### config.mk
export PLATFORM = sky130hd
export DESIGN_NAME = sobel_scan_ctrl
export DESIGN_NICKNAME = d
export VERILOG_FILES = /design/src/rtl/sobel_scan_ctrl.sv
export SDC_FILE = /design/constraint.sdc
export NUM_CORES = 1
export LEC_CHECK = 0
export ABC_AREA = 1
export BUFFER_PORTS_ARGS = -buffer_cell sky130_fd_sc_hd__buf_2
export CAP_MARGIN = 20
export CORE_MARGIN = 4
export CORE_UTILIZATION = 35
export CTS_CLUSTER_SIZE = 24
export DETAILED_ROUTE_END_ITERATION = 12
export PLACE_DENSITY = 0.57
export SLEW_MARGIN = 40
export SYNTH_ARGS = -nofsm -noshare
export SYNTH_HDL_FRONTEND = slang
export SYNTH_SLANG_ARGS = --single-unit
### constraint.sdc
create_clock -name clk -period 2.25 [get_ports clk]
set_input_delay 0.3375 -clock clk [delete_from_list [all_inputs] [get_ports clk]]
set_output_delay 0.3375 -clock clk [all_outputs]
set_load 0.02 [all_outputs]
### src/rtl/sobel_scan_ctrl.sv
// ---------------------------------------------------------------------------
// sobel_scan_ctrl
//   Frame-scan sequencer for the Sobel edge-detect datapath. A start pulse
//   captures the frame size, then the block raster-reads the source image
//   BRAM, tags every returned pixel with row/column/border information for the
//   Sobel core, and writes the core results into the result BRAM after a fixed
//   core latency. Status outputs report idle/read/write/done.
//
// Ports
//   clk, rst_n         clock (rising edge), asynchronous active-low reset
//   i_run              start pulse, sampled only in IDLE
//   i_width, i_height  frame size in pixels, captured when i_run is accepted
//   o_idle, o_read     state flags (IDLE, READ)
//   o_write            high in every cycle that writes the result BRAM
//   o_done             one-cycle end-of-frame pulse
//   o_rd_ce, o_rd_addr source BRAM chip enable / address
//   o_pix_vld          source BRAM q valid (o_rd_ce delayed one cycle)
//   o_col, o_row       coordinates of the pixel on q, valid with o_pix_vld
//   o_border           pixel lies on the frame edge, valid with o_pix_vld
//   o_wr_ce, o_wr_we   result BRAM chip enable / write enable (identical)
//   o_wr_addr          result BRAM address
//   o_state            current FSM state, debug visibility only
//
// Handshake: there is no back-pressure. i_run is a single-cycle request that
// is accepted only when o_idle=1; once accepted the frame runs to o_done
// without stalls, and the BRAM ports are simple enable/address strobes.
// ---------------------------------------------------------------------------
module sobel_scan_ctrl #(
  parameter int ADDR_WIDTH = 16,
  parameter int PIPE_LAT   = 2
) (
  input  logic                  clk,
  input  logic                  rst_n,
  input  logic                  i_run,
  input  logic [ADDR_WIDTH-1:0] i_width,
  input  logic [ADDR_WIDTH-1:0] i_height,
  output logic                  o_idle,
  output logic                  o_read,
  output logic                  o_write,
  output logic                  o_done,
  output logic                  o_rd_ce,
  output logic [ADDR_WIDTH-1:0] o_rd_addr,
  output logic                  o_pix_vld,
  output logic [ADDR_WIDTH-1:0] o_col,
  output logic [ADDR_WIDTH-1:0] o_row,
  output logic                  o_border,
  output logic                  o_wr_ce,
  output logic                  o_wr_we,
  output logic [ADDR_WIDTH-1:0] o_wr_addr,
  output logic [1:0]            o_state
);

  localparam logic [1:0] S_IDLE  = 2'd0;
  localparam logic [1:0] S_READ  = 2'd1;
  localparam logic [1:0] S_DRAIN = 2'd2;
  localparam logic [1:0] S_DONE  = 2'd3;

  localparam logic [ADDR_WIDTH-1:0] ONE = {{(ADDR_WIDTH-1){1'b0}}, 1'b1};

  logic [1:0]            state;
  logic [ADDR_WIDTH-1:0] width_q;
  logic [ADDR_WIDTH-1:0] height_q;
  logic [ADDR_WIDTH-1:0] total_q;
  logic [ADDR_WIDTH-1:0] rd_addr;
  logic [ADDR_WIDTH-1:0] rd_col;
  logic [ADDR_WIDTH-1:0] rd_row;
  logic [ADDR_WIDTH-1:0] wr_addr;
  logic [PIPE_LAT-1:0]   vld_sr;

  logic [ADDR_WIDTH-1:0] total_next;
  logic                  rd_active;
  logic                  rd_last;
  logic                  col_last;
  logic                  rd_border;
  logic                  wr_last;

  // Product deliberately truncated to the address width.
  assign total_next = i_width * i_height;

  assign rd_active = (state == S_READ);
  assign rd_last   = (rd_addr == total_q - ONE);
  assign col_last  = (rd_col == width_q - ONE);
  assign rd_border = (rd_row == '0) || (rd_row == height_q - ONE) ||
                     (rd_col == '0) || col_last;
  assign wr_last   = o_wr_we && (wr_addr == total_q - ONE);

  assign o_idle    = (state == S_IDLE);
  assign o_read    = rd_active;
  assign o_done    = (state == S_DONE);
  assign o_rd_ce   = rd_active;
  assign o_rd_addr = rd_active ? rd_addr : '0;
  assign o_wr_we   = vld_sr[PIPE_LAT-1];
  assign o_wr_ce   = o_wr_we;
  assign o_write   = o_wr_we;
  assign o_wr_addr = wr_addr;
  assign o_state   = state;

  // Frame FSM and read-side counters.
  always_ff @(posedge clk or negedge rst_n) begin
    if (!rst_n) begin
      state    <= S_IDLE;
      width_q  <= '0;
      height_q <= '0;
      total_q  <= '0;
      rd_addr  <= '0;
      rd_col   <= '0;
      rd_row   <= '0;
    end else begin
      case (state)
        S_IDLE: begin
          if (i_run) begin
            width_q  <= i_width;
            height_q <= i_height;
            total_q  <= total_next;
            rd_addr  <= '0;
            rd_col   <= '0;
            rd_row   <= '0;
            // An empty frame (including a product that truncates to 0)
            // skips straight to the done pulse.
            if (i_width == '0 || i_height == '0 || total_next == '0)
              state <= S_DONE;
            else
              state <= S_READ;
          end
        end
        S_READ: begin
          if (rd_last) begin
            state <= S_DRAIN;
          end else begin
            rd_addr <= rd_addr + ONE;
          end
          if (col_last) begin
            rd_col <= '0;
            rd_row <= rd_row + ONE;
          end else begin
            rd_col <= rd_col + ONE;
          end
        end
        S_DRAIN: begin
          if (wr_last) state <= S_DONE;
        end
        default: state <= S_IDLE;
      endcase
    end
  end

  // Pixel tag stage: coordinates of the address read last cycle line up
  // with the BRAM q data this cycle.
  always_ff @(posedge clk or negedge rst_n) begin
    if (!rst_n) begin
      o_pix_vld <= 1'b0;
      o_col     <= '0;
      o_row     <= '0;
      o_border  <= 1'b0;
    end else begin
      o_pix_vld <= rd_active;
      if (rd_active) begin
        o_col    <= rd_col;
        o_row    <= rd_row;
        o_border <= rd_border;
      end
    end
  end

  // Write side: pixel-valid delayed by the core latency becomes the write
  // strobe; the write address steps once per completed write.
  always_ff @(posedge clk or negedge rst_n) begin
    if (!rst_n) begin
      vld_sr  <= '0;
      wr_addr <= '0;
    end else begin
      vld_sr[0] <= o_pix_vld;
      for (int i = 1; i < PIPE_LAT; i++) vld_sr[i] <= vld_sr[i-1];
      if (state == S_IDLE && i_run)
        wr_addr <= '0;
      else if (o_wr_we)
        wr_addr <= wr_addr + ONE;
    end
  end

endmodule
==> results of run 1 <==
state kept, by name, indices dropped and copies added (netlist names), 16 cells and up:
name       flops
rd_addr       16
width_q       16
rd_row        16
total_q       16
o_col         16
rd_col        16
o_wr_addr     16
o_row         16
height_q      16
critical path, delay by kind of cell:
kind / cells / cell delay [ns]
fa+ha+maj: 7 / 3.31
buf+inv: 6 / 0.33
xor+xnor: 1 / 0.18
simple gates: 13 / 0.95
worst max-delay path by stage:
stage	start	slack (ns)	endpoint
2_1_floorplan	i_width[7]	-2.69	o_state[1]$_DFFE_PN0P_
4_1_cts	i_width[7]	-2.45	o_state[1]$_DFFE_PN0P_
3_3_place_gp	i_width[8]	-2.99	o_state[1]$_DFFE_PN0P_
5_1_grt	i_height[4]	-2.77	o_state[1]$_DFFE_PN0P_
3_5_place_dp	i_height[4]	-3.08	o_state[1]$_DFFE_PN0P_
6_report	i_height[4]	-2.51	o_state[1]$_DFFE_PN0P_
kinds of logic (layout without fill, tap and decap cells):
family                   after synthesis  after routing  synth area share
flip-flops                           150            150             0.280
adder cells (fa/ha/maj)              142            142             0.177
AO/OA/AOI/OAI                        141            141            0.0572
XOR/XNOR                             128            128            0.0842
AND/OR/NAND/NOR                      888            888             0.277
buffers and inverters                433            729             0.124
cell type report:
| class | count | area share |
|---|---|---|
| well taps | 511 | 0.0350 |
| repair buffers | 336 | 0.149 |
| clock inverters | 14 | 0.00754 |
| flip-flops and latches | 150 | 0.206 |
| repair inverters | 1 | 0.000617 |
| inverters | 360 | 0.0745 |
| multi-input cells | 1299 | 0.504 |
| clock buffers | 18 | 0.0240 |
cells in the mapped netlist (all sizes together), types with 3 or more instances:
cell | instances | area share
nand2 | 571 | 0.16
xor2 | 98 | 0.065
clkbuf | 56 | 0.017
fa | 80 | 0.12
a21oi | 29 | 0.011
ha | 62 | 0.058
nor2 | 139 | 0.040
nor3 | 24 | 0.0093
inv | 360 | 0.10
nor4 | 20 | 0.0093
dfrtp | 150 | 0.28
or2 | 10 | 0.0047
nand4 | 32 | 0.015
o22ai | 5 | 0.0023
a31oi | 3 | 0.0014
nand3b | 3 | 0.0017
nand3 | 82 | 0.031
o21ai | 95 | 0.037
buf | 17 | 0.0068
xnor2 | 30 | 0.020
repair_timing:
action / in CTS / in global routing
pin swaps: 65 / 83
hold endpoints to repair: 46 / 0
buffers inserted: 26 / 35
cloned: 5 / 1
endpoints found under the setup margin: 72 / 81
hold buffers: 1 / 0
resized for setup: 158 / 209
power breakdown:
group	switching (mW)	total, mW	internal [mW]
sequential	0.604	3.91	3.30
combinational	9.65	18.2	8.58
clock	1.25	2.83	1.58
total	11.5	25.0	13.5
metal layers:
metal / wire length, um / share of wire / track usage / vias up
met5: 0 / 0 / 0 / -
met4: 803 / 0.020 / 0.0547 / 0
met3: 1740 / 0.044 / 0.0304 / 48
met2: 18300 / 0.46 / 0.305 / 268
met1: 18600 / 0.47 / 0.267 / 5985
li1: - / - / - / 6292
stage by stage:
| stage | hold slack, ns | setup TNS [ns] | std cells | worst slack, ns |
|---|---|---|---|---|
| after global routing | 0.248 | -40.24 | 2689 | -2.77 |
| after detailed placement | 0.319 | -37.07 | 2604 | -3.08 |
| after global placement | 0.310 | -34.34 | 2604 | -2.99 |
| final | 0.222 | -30.71 | 2689 | -2.51 |
| after floorplan | 0.0419 | -24.98 | 1882 | -2.69 |
| after CTS | 0.209 | -29.36 | 2664 | -2.45 |
==> reports/results.tsv, run 1 <==
metric	value	unit
ys flop type	dfrtp_1	
WL per Instance	14.7	um
Area Overhead vs Synth	36.3	%
skew final	0.0107	ns
Initial Util	0.355	
min-delay src	i_width[15]	
Final Slew Violations	0	
worst stage delay on the critical path	0.56	ns
CP Class	input port to flip-flop	
die width	204	um
CP Launch Type	input port	
detailed-route wire length	39.5	mm
number of global-route vias before repair	12500	
Worst Tran Pin Value	0.702	ns
fill count	3713	
failing checks	negative setup slack	
Worst R2R Setup Slack	-0.25	ns
Hold Path End	width_q[15]$_DFFE_PN0P_	
DP Wirelength	30.2	mm
hold path depth	3	
average via count per standard cell	4.68	
PD cells	1370	mW/mm^2
worst setup margin	-2.51	ns
post-synthesis cell area	0.0134	sq mm
CP endpoint kind	flip-flop	
max frequency	0.210	GHz
CP max stage cell	fa_2	
ys async rst share	1.00	
RSZ-0062 raised after global routing	yes	
total die area	0.0415	sq mm
first-pass GRT wire length	64.5	mm
die height	204	um
run status	complete, but fails checks	
CTS sink cnt	150	
worst min-delay path category	input port to flip-flop	
total congestion overflow	0	
antenna violations before repair	0	
GRT Total Usage	0.190	
Critical Path Most Common Cell	nand2_1	
CP arrival	5.13	ns
commonest non-fill, non-tap cell in the layout	nand2_1	
multi-input logic area	0.00921	sq mm
Final period util	2.11	
n_diodes	0	
IO Count	110	
antenna-violating nets left	0	
dpl cell area	0.0160	sq mm
sequential fraction of the synthesis area	0.280	
routability cong.	0.886	
Synth Instances	1882	
total power	25.0	mW
number of port buffers	109	
worst skew pair latency	0.44	ns
TritonCTS Buffers	17	
pin count of the biggest net entering global routing	75	
Core Region	0.0378	sq mm
minimum clock period	4.76	ns
worst-path maximum fanout	5	
clock buffer depth	2	
post-synthesis cell type count	48	
most frequent cells in the layout	nand2_1, inv_1, buf_4, dfrtp_1, nor2_1	
# nets final	2342	
reg2reg start	total_q[1]$_DFFE_PN0P_	
sequential cell area	0.00375	sq mm
CTS tree	built	
Mean Syn Cell Area	7.12	sq um
Worst slew margin	0.532	
Max VDD drop	0.00146	V
final core occ	0.484	
share of layout cells above drive strength 1	0.298	
max-cap violations	0	
Critical Path RT	2.62	ns
Reg2Reg Depth	15	
final setup vio count	63	
Post-Syn Nets	2059	
Post-route DRC	0	
clock-pin slew on the worst setup and hold paths	0.06	ns
htree depth	4	
Lkg Pwr	9.67	nW
Reg2Reg Capture Point	rd_addr[7]$_DFFE_PN0P_	
Final Hold Viols	0	
row count	71	
Ys Warns	0	
DR iter-0 viols	681	
CTS root buffer	clkbuf_16	
Design Area, Final	0.0183	sq mm
first-pass iteration count of the detailed router	5	
via count	12600	
Post-synth EDFFs	0	
Synth Register Bits	150	
Power figures use the tool's default switching activity.
==> run 2, diff against run 1 <==
--- a/config.mk
+++ b/config.mk
@@ -12,7 +12,7 @@
 export CORE_UTILIZATION = 35
 export CTS_CLUSTER_SIZE = 24
 export DETAILED_ROUTE_END_ITERATION = 12
-export PLACE_DENSITY = 0.57
+export PLACE_DENSITY = 0.55
 export SLEW_MARGIN = 40
 export SYNTH_ARGS = -nofsm -noshare
 export SYNTH_HDL_FRONTEND = slang
==> constraint.sdc (replaced) <==
create_clock -name clk -period 5.1 [get_ports clk]
set_input_delay 0.765 -clock clk [delete_from_list [all_inputs] [get_ports clk]]
set_output_delay 0.765 -clock clk [all_outputs]
set_load 0.02 [all_outputs]
==> run 2 against run 1 <==
The flow still finishes with violations (negative setup slack). Total power decreased by 60%. Register-to-register slack better by 2.4 ns. Combinational power fell by 62%. Flip-flop and latch count is the same. Hold slack improved by 0.13 ns. Largest cell class unchanged.
==> reports/results.tsv, run 2 (synthesis gave the netlist of run 1 again) <==
metric	value	unit
run status	complete, but fails checks	
failing checks	negative setup slack	
Reg2Reg Depth	11	
Hold Slack	0.350	ns
max frequency	0.190	GHz
Critical Path RT	5.47	ns
Area Overhead vs Synth	19.8	%
max-cap violations	0	
htree depth	4	
skew final	0.0110	ns
die height	204	um
CTS tree	built	
routability cong.	0.880	
pin count of the biggest net entering global routing	77	
Initial Util	0.355	
share of layout cells above drive strength 1	0.163	
Design Area, Final	0.0161	sq mm
Final Slew Violations	0	
row count	71	
WL per Instance	14.5	um
total die area	0.0415	sq mm
number of port buffers	109	
final core occ	0.425	
Final period util	1.03	
setup TNS	-0.301	ns
worst min-delay path category	input port to asynchronous set/reset pin	
GRT Total Usage	0.182	
antenna violations before repair	0	
clock buffer depth	2	
TritonCTS Buffers	17	
via count	12000	
antenna-violating nets left	0	
first-pass GRT wire length	62.0	mm
CP arrival	5.62	ns
Worst slew margin	0.523	
worst stage delay on the critical path	0.56	ns
clock-pin slew on the worst setup and hold paths	0.07	ns
Max VDD drop	0.000483	V
total power	9.90	mW
RSZ-0062 raised after global routing	yes	
Reg2Reg Capture Point	rd_col[15]$_DFFE_PN0P_	
Critical Path Most Common Cell	nand2_1	
worst skew pair latency	0.43	ns
CP max stage cell	fa_1	
PD cells	617	mW/mm^2
most frequent cells in the layout	nand2_1, inv_1, dfrtp_1, nor2_1, buf_4	
Post-route DRC	0	
total congestion overflow	0	
worst-path maximum fanout	7	
fill count	3907	
CP Class	input port to flip-flop	
CP Launch Type	input port	
Final Hold Viols	0	
Core Region	0.0378	sq mm
first-pass iteration count of the detailed router	5	
# nets final	2217	
IO Count	110	
n_diodes	0	
number of global-route vias before repair	11900	
dpl cell area	0.0151	sq mm
pre-CTS setup slack	-0.721	ns
die width	204	um
CP endpoint kind	flip-flop	
multi-input logic area	0.00830	sq mm
CTS Hold Buffers Added	0	
CTS root buffer	clkbuf_16	
sequential cell area	0.00375	sq mm
CTS sink cnt	150	
final setup vio count	3	
Layout Cells excl Fill	2563	
Worst Tran Pin Value	0.715	ns
dpl cells	2525	
average via count per standard cell	4.67	
detailed-route wire length	37.2	mm
reg2reg start	o_state[1]$_DFFE_PN0P_	
worst setup margin	-0.153	ns
Worst R2R Setup Slack	2.12	ns
DP Wirelength	29.5	mm
DR iter-0 viols	669	
minimum clock period	5.25	ns
commonest non-fill, non-tap cell in the layout	nand2_1	
crit path launch	i_height[6]	
Lkg Pwr	8.73	nW
## run 2: cell count changes in the layout (fill, tap and decap cells not counted), moves of 11 or more
cell	change
o21ai_2	-11
nor2_1	+25
nand2_1	+69
buf_12	-11
inv_1	+35
nand2_4	-25
buf_4	-81
nor2_2	-17
inv_2	-34
o21ai_0	+19
buf_6	-30
ha_4	-17
nand2_2	-42
ha_1	+19
## run 2: worst max-delay path by stage
stage / to / slack [ns]
after floorplan: o_state[1]$_DFFE_PN0P_ / -0.28
after global placement: o_state[1]$_DFFE_PN0P_ / -0.66
after detailed placement: o_state[1]$_DFFE_PN0P_ / -0.72
after CTS: o_state[1]$_DFFE_PN0P_ / -0.13
after global routing: o_state[1]$_DFFE_PN0P_ / -0.32
final: o_state[1]$_DFFE_PN0P_ / -0.15
## run 2: layout make-up
cell class	count	area share
Multi-Input combinational cell	1299	0.517
Sequential cell	150	0.234
Timing Repair Buffer	212	0.0887
Inverter	360	0.0843
Tap cell	511	0.0398
Clock buffer	17	0.0265
Clock inverter	14	0.0102
## run 2: what timing repair did
action / 4_1_cts / 5_1_grt
gates resized for setup: 18 / 68
pin swaps: 9 / 27
buffers inserted: 2 / 5
endpoints found under the setup margin: 2 / 5
## run 2: power breakdown
part | internal (mW) | switching (mW) | leakage (nW)
combinational | 3.12 | 3.73 | 6.46
clock | 0.733 | 0.554 | 0.280
sequential | 1.46 | 0.311 | 1.99
## run 2: metal layers
layer | vias to the layer above | GRT usage | wire length, um
met4 | 0 | 0.0397 | 392
met2 | 225 | 0.291 | 16900
met1 | 5693 | 0.267 | 18500
met3 | 23 | 0.0199 | 1420
li1 | 6037 | - | -
met5 | - | 0 | 0
## run 2: critical path: cells and delay by family
kind	cells	cell delay (ns)
adder cells (fa/ha/maj)	7	3.05
AND/OR/NAND/NOR	13	1.00
buffers and inverters	7	0.55
AO/OA/AOI/OAI	2	0.25
==> run 3, diff against run 2 <==
--- a/config.mk
+++ b/config.mk
@@ -10,6 +10,7 @@
 export CAP_MARGIN = 20
 export CORE_MARGIN = 4
 export CORE_UTILIZATION = 35
+export CTS_BUF_LIST = sky130_fd_sc_hd__clkbuf_8
 export CTS_CLUSTER_SIZE = 24
 export DETAILED_ROUTE_END_ITERATION = 12
 export PLACE_DENSITY = 0.55
==> run 3 against run 2 <==
The run still ends with negative setup slack left. Via count decreased by 0.13%. Critical path depth decreased by 3. Flip-flop and latch count unchanged. Maximum frequency increased by 1.5%. Die area unchanged. Sequential power about the same. Cell count about the same. Utilization decreased by 0.55 points. Hold slack got worse by 0.046 ns. Sequential share of layout area increased by 0.30 points. Routed wire length decreased by 0.33%. First-iteration DRC count decreased by 9.7%.
==> reports/results.tsv, run 3 (synthesis gave the netlist of run 1 again) <==
metric	value	unit
run status	complete, but fails checks	
failing checks	negative setup slack	
Initial Util	0.355	
Core Region	0.0378	sq mm
minimum clock period	5.18	ns
Critical Path RT	5.51	ns
RSZ-0062 raised after global routing	yes	
commonest non-fill, non-tap cell in the layout	nand2_1	
CP Class	input port to flip-flop	
Final period util	1.02	
TritonCTS Buffers	17	
total congestion overflow	0	
crit path launch	i_width[10]	
Clock Power Share	0.102	
Hold Slack	0.304	ns
htree depth	4	
CP bufs+invs	5	
CP endpoint kind	flip-flop	
worst stage delay on the critical path	0.60	ns
setup TNS	-0.112	ns
total power	9.43	mW
Critical Path Most Common Cell	nand2_1	
antenna violations before repair	0	
routability cong.	0.880	
worst setup margin	-0.0768	ns
reg2reg start	total_q[0]$_DFFE_PN0P_	
CTS Hold Buffers Added	0	
Final Slew Violations	0	
worst min-delay path category	input port to asynchronous set/reset pin	
# nets final	2215	
combinational power share	0.711	
first-pass iteration count of the detailed router	5	
total die area	0.0415	sq mm
Worst slew margin	0.520	
average via count per standard cell	4.67	
number of port buffers	109	
clock-pin slew on the worst setup and hold paths	0.10	ns
max frequency	0.193	GHz
number of global-route vias before repair	11900	
Post-route DRC	0	
detailed-route wire length	37.1	mm
IO Count	110	
Net Sw Frac	0.477	
max-cap violations	0	
Design Area, Final	0.0158	sq mm
clock buffer depth	2	
CTS root buffer	clkbuf_8	
Reg power frac	0.187	
GRT Total Usage	0.182	
Lkg Pwr	8.64	nW
NetSw	4.50	mW
Final Hold Viols	0	
pin count of the biggest net entering global routing	77	
Worst Tran Pin Value	0.720	ns
first-pass GRT wire length	61.9	mm
die width	204	um
share of layout cells above drive strength 1	0.160	
DP Wirelength	29.5	mm
Max VDD drop	0.000443	V
n_diodes	0	
CP delay by family, top	adder cells	
CTS sink cnt	150	
worst-path maximum fanout	5	
dpl cell area	0.0151	sq mm
worst skew pair latency	0.47	ns
CP arrival	5.59	ns
CTS tree	built	
antenna-violating nets left	0	
pre-CTS setup slack	-0.721	ns
Internal Dissipation	4.93	mW
skew final	0.0164	ns
row count	71	
Reg2Reg Depth	14	
CP max stage cell	fa_1	
final setup vio count	3	
PD cells	595	mW/mm^2
die height	204	um
via count	12000	
DR iter-0 viols	604	
most frequent cells in the layout	nand2_1, inv_1, dfrtp_1, nor2_1, buf_2	
CP Depth	26	
Area Overhead vs Synth	18.3	%
WL per Instance	14.5	um
CP Launch Type	input port	
## run 3: worst register-to-register path, cell delays in order, from the launching register on
cell     delay, ns
dfrtp_1       0.42
inv_2         0.17
ha_1          0.22
nand3_2       0.14
nor2_2        0.21
nand2_1       0.14
xor2_1        0.32
xor2_1        0.24
nand4_1       0.12
nor3b_2       0.16
nand3_1       0.15
nand2_4       0.23
inv_4         0.13
nand2_1       0.10
o21ai_2       0.05
## run 3: final cells by class
| cell class | count | area (sq um) |
|---|---|---|
| repair buffers | 210 | 1420 |
| multi-input cells | 1299 | 8290 |
| well taps | 511 | 639 |
| clock buffers | 17 | 234 |
| clock inverters | 14 | 164 |
| inverters | 360 | 1360 |
| flip-flops and latches | 150 | 3750 |
| fillers | 3935 | 21900 |
## run 3: path summary, 6_finish.rpt
path                       slack, ns                      to
setup / recovery               -0.08  o_state[1]$_DFFE_PN0P_
hold / removal                  0.30    o_col[0]$_DFFE_PN0P_
setup reg to reg                2.18  rd_addr[7]$_DFFE_PN0P_
hold reg to reg                 0.35     vld_sr[1]$_DFF_PN0_
max in group asynchronous       3.76  rd_addr[9]$_DFFE_PN0P_
min in group clk                0.35     vld_sr[1]$_DFF_PN0_
## run 3: power groups by stage
stage                     sequential [mW]  clock (mW)  combinational (mW)
final                                1.77       0.960                6.70
after global routing                 1.81        1.04                7.55
after CTS                            1.77       0.987                6.08
after detailed placement             1.79           0                5.75
after global placement               1.78           0                5.66
after floorplan                      1.75           0                3.76
## run 3: timing repair
item	4_1_cts	5_1_grt
resized for setup	17	69
setup endpoints to repair	2	4
buffers inserted	2	3
pin swaps	9	30
## run 3: metal layers
metal | share of wire | track usage
met1 | 0.49 | 0.266
met2 | 0.46 | 0.291
met3 | 0.042 | 0.0213
met4 | 0.011 | 0.0388
met5 | 0 | 0
## run 3: per-stage QoR
step	utilization	cells
CTS	0.413	2558
finish	0.420	2561
floorplan	-	1882
detailed placement	0.400	2525
global route	0.420	2561
global placement	0.400	2525
